### config.mk
export PLATFORM = sky130hd
export DESIGN_NAME = pc_stack_unit
export DESIGN_NICKNAME = d
export VERILOG_FILES = /design/src/rtl/pc_stack_unit.sv
export SDC_FILE = /design/constraint.sdc
export NUM_CORES = 1
export LEC_CHECK = 0
export ABC_AREA = 1
export BUFFER_PORTS_ARGS = -buffer_cell sky130_fd_sc_hd__clkbuf_2
export CORE_MARGIN = 2
export CORE_UTILIZATION = 45
export CTS_CLUSTER_DIAMETER = 120
export DETAILED_ROUTE_END_ITERATION = 8
export GPL_TIMING_DRIVEN = 0
export PLACE_DENSITY = 0.65
export REMOVE_ABC_BUFFERS = 1
export SYNTH_ARGS = -nofsm -noshare
export SYNTH_HDL_FRONTEND = slang
export SYNTH_SLANG_ARGS = --single-unit
### constraint.sdc
create_clock -name CLK -period 3.3 [get_ports CLK]
set_input_delay 0.165 -clock CLK [delete_from_list [all_inputs] [get_ports CLK]]
set_output_delay 0.165 -clock CLK [all_outputs]
set_load 0.02 [all_outputs]
### src/rtl/pc_stack_unit.sv
// Program counter with a hardware return-address stack. One operation per cycle,
// priority INTR > RET > CALL > PC_LD > PC_REL > PC_INC, with a sticky stack error flag.
module pc_stack_unit #(
  parameter int                ADDR_W      = 10,
  parameter int                STACK_DEPTH = 8,
  parameter logic [ADDR_W-1:0] INTR_VEC    = ADDR_W'(10'h3FF)
) (
  input  logic                                 CLK,
  input  logic                                 RST,
  input  logic [ADDR_W-1:0]                    DIN,
  input  logic [ADDR_W-1:0]                    OFFSET,
  input  logic                                 PC_LD,
  input  logic                                 PC_REL,
  input  logic                                 PC_INC,
  input  logic                                 CALL,
  input  logic                                 RET,
  input  logic                                 INTR,
  output logic [ADDR_W-1:0]                    PC_COUNT,
  output logic [$clog2(STACK_DEPTH+1)-1:0]     SP,
  output logic                                 STK_FULL,
  output logic                                 STK_EMPTY,
  output logic                                 STK_ERR
);

  localparam int SP_W  = $clog2(STACK_DEPTH+1);
  localparam int IDX_W = $clog2(STACK_DEPTH);

  typedef enum logic [2:0] {
    OP_NONE, OP_INTR, OP_RET, OP_CALL, OP_LD, OP_REL, OP_INC
  } op_e;

  op_e               op;
  logic [ADDR_W-1:0] pc_q, pc_d, push_val;
  logic [SP_W-1:0]   sp_q, sp_d;
  logic              err_q, err_d, push_en;
  logic [IDX_W-1:0]  wr_idx, rd_idx;
  logic [ADDR_W-1:0] stk_q [STACK_DEPTH];

  assign STK_FULL  = (sp_q == SP_W'(STACK_DEPTH));
  assign STK_EMPTY = (sp_q == '0);
  assign wr_idx    = sp_q[IDX_W-1:0];
  assign rd_idx    = IDX_W'(sp_q - 1'b1);

  always_comb begin
    op = OP_NONE;
    if      (INTR)   op = OP_INTR;
    else if (RET)    op = OP_RET;
    else if (CALL)   op = OP_CALL;
    else if (PC_LD)  op = OP_LD;
    else if (PC_REL) op = OP_REL;
    else if (PC_INC) op = OP_INC;
  end

  // Stack faults leave PC and SP untouched; only the sticky flag records them.
  always_comb begin
    pc_d     = pc_q;
    sp_d     = sp_q;
    err_d    = err_q;
    push_en  = 1'b0;
    push_val = pc_q;
    case (op)
      OP_INTR: begin
        if (STK_FULL) err_d = 1'b1;
        else begin
          push_en  = 1'b1;
          push_val = pc_q;
          sp_d     = sp_q + 1'b1;
          pc_d     = INTR_VEC;
        end
      end
      OP_RET: begin
        if (STK_EMPTY) err_d = 1'b1;
        else begin
          pc_d = stk_q[rd_idx];
          sp_d = sp_q - 1'b1;
        end
      end
      OP_CALL: begin
        if (STK_FULL) err_d = 1'b1;
        else begin
          push_en  = 1'b1;
          push_val = pc_q + 1'b1;
          sp_d     = sp_q + 1'b1;
          pc_d     = DIN;
        end
      end
      OP_LD:   pc_d = DIN;
      OP_REL:  pc_d = pc_q + OFFSET;
      OP_INC:  pc_d = pc_q + 1'b1;
      default: ;
    endcase
  end

  always_ff @(posedge CLK) begin
    if (RST) begin
      pc_q  <= '0;
      sp_q  <= '0;
      err_q <= 1'b0;
    end else begin
      pc_q  <= pc_d;
      sp_q  <= sp_d;
      err_q <= err_d;
    end
  end

  // Storage is not reset; entries at or above SP are never read.
  always_ff @(posedge CLK) begin
    if (push_en && !RST) stk_q[wr_idx] <= push_val;
  end

  assign PC_COUNT = pc_q;
  assign SP       = sp_q;
  assign STK_ERR  = err_q;

endmodule

* Yosys cells after proc, flatten, opt, wreduce, memory -nomap -nowiden
Memories as Yosys holds them, arrays and structs flattened. Index checks and enable logic that the tools add are counted.
Storage, ports and cells: register bits after elaboration 15, input port bits 28, bits in writable memories 80, output and inout bits 17, memories kept 1, word-level logic and storage cells 52
Memories:
- stk_q | words 8, bits a word 10, read ports 1, clocked after memory_dff 0, write ports 1, RTL line 37 | logic [ADDR_W-1:0] stk_q [STACK_DEPTH];
Cells by class: equal/unequal tests 13, reductions and logical operators 9, mux-type cells 22, $add $sub $neg 4
Operators by type and width (number):
- $pmux 10 s6 | 1
- $mux 10 | 5
- $mux 3 | 6
- $add 10x1->10 const B | 1
- $add 10x10->10 | 1
- $ne 2x2->1 const B | 5
- $eq 3x3->1 const B | 3
- $mux 4 | 2
- $pmux 4 s2 | 1
- $eq 3x2->1 const B | 2
- $mux 1 | 6
- $reduce_and 3->1 | 2
- $reduce_bool 6->1 | 1
- $add 4x1->4 const B | 1
- $eq 4x4->1 const B | 1
- $logic_not 4->1 | 1
- $reduce_and 4->1 | 1
- $sub 4x1->4 const B | 1
- $eq 3x1->1 const B | 1
- $ne 2x1->1 const B | 1
- $pmux 1 s2 | 1
- $reduce_bool 2->1 | 1
- $reduce_or 2->1 | 1
- $logic_and 1x1->1 | 1
- $logic_not 1->1 | 1

* Depth between registers and ports, before layout
word-level depth 12, depth in mapped cells 18, mapped depth without buffers 14

* Worst setup path after synthesis
Ideal clock, no wire load.
kind reg2reg, from register sp_q[0], in the netlist SP[0], to memory stk_q[3][0], enable pin, setup time 390 ps, period minus slack after synthesis 2752 ps, arrival time 2362 ps, path slack 548 ps, stages on the path, launching flop included 11, path through dfxtp_1 -> buf_2 -> inv_1 -> buf_2 -> buf_4 -> ha_1 -> nand2_2 -> o21ai_2 -> nor2_1 -> inv_1 -> nor3_1
On the way: longest elaborated chain between the ends 6
RTL lines:
- start: declaration | RTL line 34 | logic [SP_W-1:0] sp_q, sp_d;
- start signal: assignment | RTL line 101 | sp_q <= sp_d;
- $eq 4x4->1 | RTL line 39 | assign STK_FULL = (sp_q == SP_W'(STACK_DEPTH));
- $mux 1 | RTL line 63, 79
- $mux 1
- $logic_and 1x1->1 | RTL line 108 | if (push_en && !RST) stk_q[wr_idx] <= push_val;
- $mux 1 | RTL line 108
- $mux 1 (not written as such) | RTL line 108
- end: declaration | RTL line 37
Parallel ways exist; a longest one is shown, timed or not.

* Worst setup path in the final report
from register sp_q[0], in the netlist SP[0], to memory stk_q[7][5], data pin
On the way: longest elaborated chain between the ends 3
RTL lines:
- $eq 4x4->1 | RTL line 39
- $mux 10 | RTL line 79 | if (STK_FULL) err_d = 1'b1;
- $mux 10
- via push_val[5] | RTL line 33 | logic [ADDR_W-1:0] pc_q, pc_d, push_val;
The timed path passes the listed nets, and every way through them passes these cells.

==> run_results.csv <==
group,metric,value,unit
final_layout,fin_nets,681,
placed_design,placement.io_buffers,44,
clocking,numCtsBuffers,9,
routing,wire_per_inst,15.69,um
job,maxCapViolations,0,
timing,final_hold_viol_count,0,
placed_design,dpl.hpwl,8.438,mm
setup_path,path_cells,"inv_4 -> ha_4 -> nand2_2 -> nor2_1 -> nor2_2 -> o21ai_0",
global_routing,grt_pass1_wl,19.82,mm
setup_path,worstPathRequired,3.29,ns
routing,drcViolationCount,0,
die,die_x,112.6,um
timing,timing.final.max_slew_violations,0,
timing,finalSetupViolations,0,
timing,tightest_slew,1.049,ns
yosys,syn_inst,603,
routing,drtAntennaViolNets,0,
clocking,clock_sinks,95,
die,die_area,12690,sq um
final_layout,fin_cells,788,
routing,drtPass1Iterations,4,
clocking,cts_root_buf,"clkbuf_16",
timing,finalSetupTns,0,ns
global_routing,grt_usage,20.06,%
final_layout,fin_util,52.12,%
setup_path,r2r-start,"SP[0]$_SDFFE_PP0P_",
yosys,avgSynthCellArea,8.806,sq um
global_routing,grt_pass1_vias,3918,
die,rows,39,
routing,wirelength,12.37,mm
setup_path,r2r.worst_path.cells,6,
yosys,synth_cell_types,43,
timing,whs,0.1699,ns
yosys,ys_seq_area_share,50.90,%
placed_design,placedCellCount,771,
clocking,clk_pin_slew_worst_paths,0.06,ns
timing,timing.final.crit_period,3.063,ns
timing,worst_slack,0.2374,ns
yosys,synthSimpleGateAreaFrac,32.02,%
routing,viasPerCell,5.288,
timing,fin_worst_skew,0.006037,ns
setup_path,reg2reg_slack,0.24,ns
power_and_ir_drop,ir_worst_vdd,0.0003366,V
min_path,hold_path.class,"in2reg",
setup_path,slowest_delay,0.84,ns
timing,finalCritPeriodShare,92.81,%
power_and_ir_drop,power_density,653.6,nW/um^2
timing,max_slew_margin,29.84,%
yosys,muxShareOfSynthArea,0,%
setup_path,cp_data_arrival_time,3.05,ns
yosys,yosys.cell_count.top_type,"nand2_1",
min_path,whs_endpoint,"PC_COUNT[4]$_SDFFE_PP0P_",
setup_path,crit_slowest_cell,"o21ai_0",
yosys,synth-edff-count,80,
min_path,min_from,"DIN[4]",
final_layout,drive_above_1_share,18.60,%
die,coreArea,11470,sq um
placed_design,routabilityCongestion,0.8506,
setup_path,cp_max_fo,47,
power_and_ir_drop,p_total,3.906,mW
power_and_ir_drop,cellLeakagePower,2.535,nW
min_path,hold_depth,5,
yosys,synth_compound_area_share,5.090,%
setup_path,critPathCaptureType,"register",
yosys,yosys_warnings,0,
setup_path,start_kind,"register",
status,outcome,"finished clean",
placed_design,dp_worst_setup_slack,-0.9449,ns
yosys,yosys-top-cells-count,"nand2_1 (203), edfxtp_1 (80), nand3_1 (75), inv_1 (47), nor2_1 (36)",
global_routing,grt_max_degree,48,
setup_path,critPathKind,"reg2reg",
yosys,synthTopCellsByArea,"edfxtp_1 (45%), nand2_1 (14%), nand3_1 (7.1%), dfxtp_1 (5.7%), inv_1 (3.3%)",
die,die_y,112.6,um
yosys,synth_top_family_by_area,"simple AND/OR/NAND/NOR gates",
clocking,cts_setup_buffers,0,
clocking,cts_hold_buffers,0,
final_layout,syn_to_final_growth,12.56,%
die,start_util,46.31,%
timing,rsz0062_at_grt,"no",
clocking,cts_tree,"built",
yosys,ys_ff_latch,95,
clocking,htree_levels,3,
timing,max_freq,0.3265,GHz
placed_design,place_area,5642,sq um
yosys,async_reset_ff_share,0,%
yosys,netlist.area_leader.share,45.24,%
final_layout,finalInstanceArea,5977,sq um
yosys,yosys.area.top_type,"edfxtp_1",
yosys,synth_area,5310,sq um
final_layout,antenna_cells,0,
yosys,synth_fa_ha_area_share,3.205,%
setup_path,worst_r2r_endpoint,"stk_q[7][5]$_DFFE_PP_",
global_routing,grt_overflow,0,
routing,num_vias,4167,
routing,drt_iter0_markers,188,
clocking,clk_latency,0.33,ns
yosys,synth_flop_cell,"edfxtp_1",
final_layout,nFillCells,1050,
die,io_pins,45,
clocking,cts_buffer_depth,2,
global_routing,antenna_found_initial,0,
yosys,synth_xor_area_share,2.144,%
## worst max-delay path by stage
stage / start / end / slack (ns)
after detailed placement: SP[0]$_SDFFE_PP0P_ / PC_COUNT[9]$_SDFFE_PP0P_ / -0.94
after global placement: SP[0]$_SDFFE_PP0P_ / stk_q[6][7]$_DFFE_PP_ / -2.41
final: SP[0]$_SDFFE_PP0P_ / stk_q[7][5]$_DFFE_PP_ / 0.24
after global routing: SP[0]$_SDFFE_PP0P_ / PC_COUNT[9]$_SDFFE_PP0P_ / 0.06
after CTS: SP[0]$_SDFFE_PP0P_ / PC_COUNT[9]$_SDFFE_PP0P_ / 0.03
after floorplan: SP[0]$_SDFFE_PP0P_ / stk_q[6][0]$_DFFE_PP_ / -0.60
## final cells by class
cell class | instances | area (sq um) | area share, %
repair buffers | 46 | 242.7 | 4.061
clock buffers | 13 | 250.2 | 4.187
clock inverters | 3 | 43.79 | 0.7327
multi-input cells | 430 | 2303 | 38.54
inverters | 57 | 244.0 | 4.082
repair inverters | 1 | 7.507 | 0.1256
well taps | 143 | 178.9 | 2.994
flip-flops and latches | 95 | 2706 | 45.28
## per-layer routing
layer  part of all wire, %  GRT usage (%)  up-vias  routed length, um
met4                   1.0          8.049        0                128
met3                   5.3          2.376        7                655
met1                    43          25.77     1957               5341
met5                     0              0        -                  0
li1                      -              -     2088                  -
met2                    50          34.57      115               6242
## where the power goes
part | switching, mW | internal, mW | total, mW
combinational | 0.905 | 0.409 | 1.31
clock | 0.413 | 0.609 | 1.02
sequential | 0.121 | 1.45 | 1.57
total | 1.44 | 2.47 | 3.91
## sequential cells by signal (all words and copies together) (netlist names)
| register | flops |
|---|---|
| PC_COUNT | 10 |
| SP | 4 |
| STK_ERR | 1 |
| stk_q | 80 |
## cells in the final DEF (no fill, tap or decap), drive strengths merged
| cell | n |
|---|---|
| a21oi | 15 |
| clkbuf | 57 |
| a211oi | 1 |
| nor4 | 1 |
| bufinv | 2 |
| nand3b | 3 |
| nor2 | 43 |
| buf | 2 |
| or2 | 3 |
| clkinv | 4 |
| ha | 12 |
| nand2 | 213 |
| xnor2 | 4 |
| o22ai | 1 |
| o21ai | 24 |
| edfxtp | 80 |
| fa | 1 |
| nand4 | 8 |
| clkinvlp | 2 |
| dfxtp | 15 |
| o211ai | 1 |
| inv | 53 |
| a31oi | 1 |
| xor2 | 9 |
| nor3 | 11 |
| nand3 | 79 |
## logic make-up after synthesis
family / after synthesis
compound gates: 43
xor+xnor: 13
fa+ha+maj: 13
buf+inv: 78
flops: 95
simple gates: 361
## worst max-delay path: cells and delay by family, from the launching register on
kind / cells / cell delay, ns
compound gates: 1 / 0.84
flops: 1 / 0.50
buf+inv: 1 / 0.48
simple gates: 3 / 0.62
fa+ha+maj: 1 / 0.24
## repair_timing
action,4_1_cts,5_1_grt
setup endpoints to repair,170,122
gates resized for setup,9,3
gates cloned,0,1
Power figures use the tool's default switching activity.
